**src/rtl/sram_pkg.sv**
```systemverilog
// Shared definitions for the sram read-side stream master: default widths,
// the reader FSM state type and the issue-credit helper.
package sram_pkg;

  localparam int AW_DEF = 6;
  localparam int DW_DEF = 32;

  // Output buffer depth; the credit check below is written for this depth.
  localparam int FIFO_DEPTH = 2;

  typedef enum logic [1:0] {
    IDLE   = 2'd0,
    READ   = 2'd1,
    DRAIN  = 2'd2,
    FINISH = 2'd3
  } rd_state_t;

  // A new read may be issued only if every word that is buffered or on its
  // way back from the sram, minus the word leaving this cycle, still leaves
  // room for it in the FIFO.
  function automatic logic credit_ok(input logic [1:0] fifo_cnt,
                                     input logic       inflight,
                                     input logic       pop);
    logic [2:0] occ;
    logic [2:0] room;
    occ  = {1'b0, fifo_cnt} + {2'b00, inflight};
    room = 3'(FIFO_DEPTH) + {2'b00, pop};
    return occ < room;
  endfunction

endpackage

```
**src/rtl/sram_stream_reader_if.sv**
```systemverilog
// Output word stream of the sram reader.
//
// Handshake: a word transfers on a rising clock edge where m_valid and
// m_ready are both 1. Once m_valid is raised, m_valid and m_data stay
// unchanged until that transfer; m_valid never depends on m_ready, while
// the consumer may drive m_ready freely.
interface sram_stream_reader_if #(
  parameter int DW = 32
) ();
  logic          m_valid;
  logic          m_ready;
  logic [DW-1:0] m_data;

  modport master (
    output m_valid,
    output m_data,
    input  m_ready
  );

  modport slave (
    input  m_valid,
    input  m_data,
    output m_ready
  );
endinterface

```
**src/rtl/sram_rd_fifo.sv**
```systemverilog
// Two-entry synchronous FIFO that buffers words returned by the sram.
// Push and pop may happen in the same cycle, including when full.
module sram_rd_fifo #(
  parameter int DW = 32
) (
  input  logic          clk,
  input  logic          rst,
  input  logic          push,
  input  logic          pop,
  input  logic [DW-1:0] din,
  output logic [DW-1:0] dout,
  output logic [1:0]    count,
  output logic          empty
);

  logic [DW-1:0] mem [2];
  logic          wr_ptr;
  logic          rd_ptr;
  logic          full;
  logic          do_push;
  logic          do_pop;

  assign full    = (count == 2'd2);
  assign empty   = (count == 2'd0);
  assign do_pop  = pop && !empty;
  // A full FIFO still accepts a word when the head leaves in the same cycle.
  assign do_push = push && (!full || do_pop);
  assign dout    = mem[rd_ptr];

  // Storage and write pointer; entries clear on reset so the head reads 0.
  always_ff @(posedge clk or posedge rst) begin
    if (rst) begin
      mem[0] <= '0;
      mem[1] <= '0;
      wr_ptr <= 1'b0;
    end else if (do_push) begin
      mem[wr_ptr] <= din;
      wr_ptr      <= ~wr_ptr;
    end
  end

  // Read pointer advances on every accepted pop.
  always_ff @(posedge clk or posedge rst) begin
    if (rst) begin
      rd_ptr <= 1'b0;
    end else if (do_pop) begin
      rd_ptr <= ~rd_ptr;
    end
  end

  // Occupancy tracks the net effect of push and pop.
  always_ff @(posedge clk or posedge rst) begin
    if (rst) begin
      count <= 2'd0;
    end else begin
      case ({do_push, do_pop})
        2'b10:   count <= count + 2'd1;
        2'b01:   count <= count - 2'd1;
        default: count <= count;
      endcase
    end
  end

endmodule

```
**src/rtl/sram_stream_reader.sv**
```systemverilog
// Burst read master for the sram: reads len words starting at base_adr
// (wrapping modulo 2^AW) and streams them out with full backpressure.
// The sram answers one cycle after it samples adr, so at most one read is
// outstanding; issue is throttled so buffered plus in-flight words never
// exceed the two FIFO entries.
module sram_stream_reader
  import sram_pkg::*;
#(
  parameter int AW = AW_DEF,
  parameter int DW = DW_DEF
) (
  input  logic                clk,
  input  logic                rst,
  input  logic                start,
  input  logic [AW-1:0]       base_adr,
  input  logic [AW:0]         len,
  output logic                busy,
  output logic                done,
  output logic                nWE,
  output logic [AW-1:0]       adr,
  input  logic [DW-1:0]       sram_dout,
  sram_stream_reader_if.master m,
  output rd_state_t           state_dbg
);

  localparam logic [AW:0] CNT_ZERO = '0;
  localparam logic [AW:0] CNT_ONE  = {{AW{1'b0}}, 1'b1};

  rd_state_t     state;
  rd_state_t     state_nx;
  logic [AW:0]   issue_cnt;
  logic [AW:0]   rcv_cnt;
  logic          inflight;
  logic          issue;
  logic          load;
  logic          pop;
  logic [1:0]    fifo_cnt;
  logic          fifo_empty;
  logic [DW-1:0] fifo_head;

  // The reader never writes the sram.
  assign nWE       = 1'b1;
  assign busy      = (state != IDLE);
  assign done      = (state == FINISH);
  assign state_dbg = state;

  assign m.m_valid = !fifo_empty;
  assign m.m_data  = fifo_head;
  assign pop       = m.m_valid && m.m_ready;

  // One read per cycle while words remain and the buffer has credit.
  assign issue = (state == READ) && (issue_cnt != CNT_ZERO) &&
                 credit_ok(fifo_cnt, inflight, pop);

  // State register.
  always_ff @(posedge clk or posedge rst) begin
    if (rst) begin
      state <= IDLE;
    end else begin
      state <= state_nx;
    end
  end

  // Next-state logic; load marks the cycle a burst request is accepted.
  always_comb begin
    state_nx = state;
    load     = 1'b0;
    case (state)
      IDLE: begin
        if (start) begin
          if (len == CNT_ZERO) begin
            state_nx = FINISH;
          end else begin
            state_nx = READ;
            load     = 1'b1;
          end
        end
      end
      READ: begin
        if (issue && (issue_cnt == CNT_ONE)) begin
          state_nx = DRAIN;
        end
      end
      DRAIN: begin
        if ((rcv_cnt == CNT_ZERO) || (pop && (rcv_cnt == CNT_ONE))) begin
          state_nx = FINISH;
        end
      end
      FINISH: begin
        state_nx = IDLE;
      end
      default: begin
        state_nx = IDLE;
      end
    endcase
  end

  // Address register and remaining-issue counter.
  always_ff @(posedge clk or posedge rst) begin
    if (rst) begin
      adr       <= '0;
      issue_cnt <= '0;
    end else if (load) begin
      adr       <= base_adr;
      issue_cnt <= len;
    end else if (issue) begin
      adr       <= adr + 1'b1;
      issue_cnt <= issue_cnt - CNT_ONE;
    end
  end

  // Words still owed to the consumer; drops on every handshake.
  always_ff @(posedge clk or posedge rst) begin
    if (rst) begin
      rcv_cnt <= '0;
    end else if (load) begin
      rcv_cnt <= len;
    end else if (pop && (rcv_cnt != CNT_ZERO)) begin
      rcv_cnt <= rcv_cnt - CNT_ONE;
    end
  end

  // A read issued this cycle returns data to be captured next cycle.
  always_ff @(posedge clk or posedge rst) begin
    if (rst) begin
      inflight <= 1'b0;
    end else begin
      inflight <= issue;
    end
  end

  sram_rd_fifo #(
    .DW(DW)
  ) u_fifo (
    .clk   (clk),
    .rst   (rst),
    .push  (inflight),
    .pop   (pop),
    .din   (sram_dout),
    .dout  (fifo_head),
    .count (fifo_cnt),
    .empty (fifo_empty)
  );

endmodule

```
**src/flat_wrapper.sv**
```systemverilog
// flat-port wrapper written by rule: the top's interface ports become plain ports
module sram_stream_reader_flat import sram_pkg::*;
#(
  parameter int AW = AW_DEF,
  parameter int DW = DW_DEF
)
  (clk, rst, start, base_adr, len, busy, done, nWE, adr, sram_dout, state_dbg, m_m_valid, m_m_data, m_m_ready);
  sram_stream_reader_if #(.DW(DW)) m_i ();
  input  logic clk;
  input  logic rst;
  input  logic start;
  input  logic [AW-1:0] base_adr;
  input  logic [AW:0] len;
  output logic busy;
  output logic done;
  output logic nWE;
  output logic [AW-1:0] adr;
  input  logic [DW-1:0] sram_dout;
  output rd_state_t state_dbg;
  output wire logic [$bits(m_i.m_valid)-1:0] m_m_valid;
  output wire logic [$bits(m_i.m_data)-1:0] m_m_data;
  input wire logic [$bits(m_i.m_ready)-1:0] m_m_ready;
  assign m_m_valid = m_i.m_valid;
  assign m_m_data = m_i.m_data;
  assign m_i.m_ready = m_m_ready;
  sram_stream_reader #(.AW(AW), .DW(DW)) u_core (.clk(clk), .rst(rst), .start(start), .base_adr(base_adr), .len(len), .busy(busy), .done(done), .nWE(nWE), .adr(adr), .sram_dout(sram_dout), .m(m_i), .state_dbg(state_dbg));
endmodule
```
**config.mk**
```make
export PLATFORM = sky130hd
export DESIGN_NAME = sram_stream_reader_flat
export DESIGN_NICKNAME = d
export VERILOG_FILES = /design/src/rtl/sram_pkg.sv /design/src/rtl/sram_stream_reader_if.sv /design/src/rtl/sram_rd_fifo.sv /design/src/rtl/sram_stream_reader.sv /design/src/flat_wrapper.sv
export SDC_FILE = /design/constraint.sdc
export NUM_CORES = 1
export LEC_CHECK = 0
export ABC_CLOCK_PERIOD_IN_PS = 3000
export CORE_MARGIN = 5
export CORE_UTILIZATION = 52
export CTS_CLUSTER_DIAMETER = 100
export DETAILED_ROUTE_END_ITERATION = 12
export GPL_TIMING_DRIVEN = 0
export PLACE_DENSITY = 0.87
export SETUP_SLACK_MARGIN = 0.3
export SLEW_MARGIN = 5
export SYNTH_ARGS = -nofsm -noshare
export SYNTH_HDL_FRONTEND = slang
export SYNTH_HIERARCHICAL = 1
export SYNTH_SLANG_ARGS = --single-unit
```
**constraint.sdc**
```tcl
create_clock -name clk -period 3 [get_ports clk]
set_input_delay 0.6 -clock clk [delete_from_list [all_inputs] [get_ports clk]]
set_output_delay 0.6 -clock clk [all_outputs]
set_load 0.1 [all_outputs]
```
==> results.json <==
{
  "outcome": "finished clean",
  "timing.critical_path.arrival_ns": 2.03,
  "asyncSetResetFlopFracSynth": 1.00,
  "drc": 0,
  "synth-edff-count": 0,
  "final_wtd_congestion": 0.852,
  "drt_first_pass_iters": 4,
  "synth_top_area_share": 0.502,
  "ranking_of_synthesized_cells_by_area": "dfrtp_1 50%, mux2_2 16%, mux2_4 9.9%, ha_1 3.3%, xnor2_1 1.7%",
  "timing.critical_path.required_ns": 2.40,
  "mux_cell_area_share_after_synthesis": 0.274,
  "wirelength_um": 9690,
  "first_pass_grt_wire_length_um": 15700,
  "synth_fp_nets": 411,
  "die_area_mm2": 0.0107,
  "finish.net_count": 513,
  "areaGrowthSynthToFinish_pct": 24.3,
  "tritoncts": "done",
  "drt-initial-drc-count": 88,
  "number_of_global_route_vias_before_repair": 3270,
  "postSynth.topFlopCell": "dfrtp_1",
  "synth-warning-count": 6,
  "detail_routed_via_count_per_cell": 5.41,
  "clock_buffers_created_by_tritoncts": 9,
  "critical_path.startpoint_type": "register",
  "synth_top_area_cell": "dfrtp_1",
  "floorplan.die.width_um": 103,
  "grt_antenna_before_repair": 0,
  "post_synth_inst_count": 350,
  "rows": 34,
  "vias": 3054,
  "worstHoldPathType": "register to register",
  "crit_path_max_fanout": 6,
  "rsz_0062_raised_after_global_routing": "false",
  "synthesis.area_mm2": 0.00454,
  "route.detailed.wl_per_inst_um": 17.2,
  "synth_compound_gate_area_share": 0.0521,
  "rel_slew_slack": 0.341,
  "finalHoldViolCount": 0,
  "synthDistinctLibCells": 46,
  "place_ws_ns": -0.0896,
  "setup_viol": 0,
  "coreArea_mm2": 0.00859,
  "global_route.overflow_total": 0,
  "clockRootBuffer": "clkbuf_8",
  "route.antenna.remaining_nets": 0,
  "criticalPathCategory": "register to output port",
  "synthAdderAreaFrac": 0.0331,
  "postSynthAreaPerCell_um2": 13.0,
  "final_cell_area_mm2": 0.00564,
  "synth-xor-area-share": 0.0270,
  "synth.ff_latch_count": 91,
  "post_cts.repair.setup_buffers": 0,
  "skew_ns": 0.0104,
  "diodes": 0,
  "worstMarginPinSlew_ns": 0.986,
  "cts_sinks": 91,
  "maxSlewViolCount": 0,
  "yosys.area_share.simple": 0.0745,
  "dominant_combinational_cell_family_by_area_after_synthesis": "multiplexers",
  "starting_density_of_the_core": 0.528,
  "postPlaceCellArea_mm2": 0.00559,
  "grt_usage": 0.189,
  "max-clock-path-buffers": 2,
  "clk_transition_reported_paths_ns": 0.09,
  "number_of_cells_on_the_worst_reg_to_reg_path": 5,
  "maxCapViolCount": 0,
  "timing.final.crit_period_ns": 2.63,
  "post_route_fraction_of_the_period_consumed_by_the_critical_path": 0.876,
  "chipHeight_um": 103,
  "end_kind": "output port",
  "detailedPlacementHpwl_um": 7130,
  "htree_num_levels": 3,
  "hold_path_depth": 1,
  "grt_max_degree": 69,
  "worst_slack_ns": 0.372,
  "num_io_pins": 93,
  "synth_seq_area_share": 0.502,
  "layout-drive-gt1-share": 0.354,
  "insertion_delay_ns": 0.36,
  "numPortBuffers": 91,
  "fmaxAchievable_mhz": 380
}
worst max-delay path: stages, from the launching register on:
cell,delay (ns)
dfrtp_1,0.38
clkbuf_1,0.17
mux2_2,0.27
dlygate4sd2_1,0.85
cells in the final DEF, fill, tap and decap left out, types with 6 or more instances in the layout:
master           instances
nand2_1                 16
ha_1                    12
mux2_2                  66
o21ai_1                  6
nor2_1                  13
clkdlybuf4s50_1         57
xnor2_1                  9
dfrtp_1                 89
buf_2                   33
clkbuf_8                 9
mux2_4                  30
inv_1                   13
a21oi_1                 12
final cells by class:
cell class,instances,area [um^2]
multi-input cells,228,2100
well taps,108,135
inverters,14,55.1
fillers,646,2950
clock buffers,10,128
clock inverters,6,72.6
repair buffers,91,759
plain buffers,17,114
flip-flops and latches,91,2280
kinds of logic after synthesis:
group           Yosys count
fa+ha+maj                12
buf+inv                  31
other cells               1
compound gates           36
mux                     101
xor+xnor                 14
flops                    91
simple gates             64
cell usage after synthesis, drive strengths merged, types with 7 or more instances:
| cell | instances |
|---|---|
| ha | 12 |
| mux2 | 97 |
| a21oi | 12 |
| nand2 | 16 |
| clkbuf | 7 |
| o21ai | 10 |
| inv | 14 |
| xnor2 | 9 |
| buf | 10 |
| nor2 | 13 |
| dfrtp | 91 |
registers in the layout, summed over array words and instances (netlist names):
| name | cells |
|---|---|
| u_core/u_fifo/count | 2 |
| u_core/issue_cnt | 7 |
| u_core/rcv_cnt | 7 |
| u_core/u_fifo/wr_ptr | 1 |
| u_core/adr | 6 |
| u_core/inflight | 1 |
| u_core/state_dbg | 2 |
| u_core/u_fifo/mem | 64 |
| u_core/u_fifo/rd_ptr | 1 |
routing by layer:
layer  wire length (um)  GRT usage  part of all wire
met1               4120      0.230              0.43
met2               4840      0.332              0.50
met3                601     0.0382             0.062
met4                124     0.0647             0.013
met5                  0          0                 0
path summary, 6_finish.rpt:
kind / start / end / slack, ns
min reg2reg: u_core/u_fifo/wr_ptr / u_core/u_fifo/wr_ptr / 0.49
min: u_core/u_fifo/wr_ptr / u_core/u_fifo/wr_ptr / 0.49
max in group asynchronous: rst / u_core/state_dbg[1] / 1.56
max: u_core/u_fifo/rd_ptr / m_m_data[27] / 0.37
max reg2reg: u_core/issue_cnt[2] / u_core/state_dbg[1] / 0.67
min in group asynchronous: rst / u_core/u_fifo/mem[23] / 0.78
per-stage QoR:
step / TNS (ns) / instances / hold WS (ns) / util
detailed placement: -1.86 / 549 / 0.482 / 0.650
finish: 0 / 565 / 0.490 / 0.656
CTS: 0 / 565 / 0.495 / 0.657
floorplan: 0 / 350 / 0.450 / -
global placement: -28.58 / 549 / 0.464 / 0.650
global route: 0 / 565 / 0.527 / 0.656
what timing repair did:
item,in CTS,in global routing
hold buffers,0,0
cloned,0,0
gates resized for setup,151,2
endpoints found under the setup margin,34,1
Power is not shown: default switching activity piles up to over one toggle a cycle in this logic, so the estimate is an artifact.
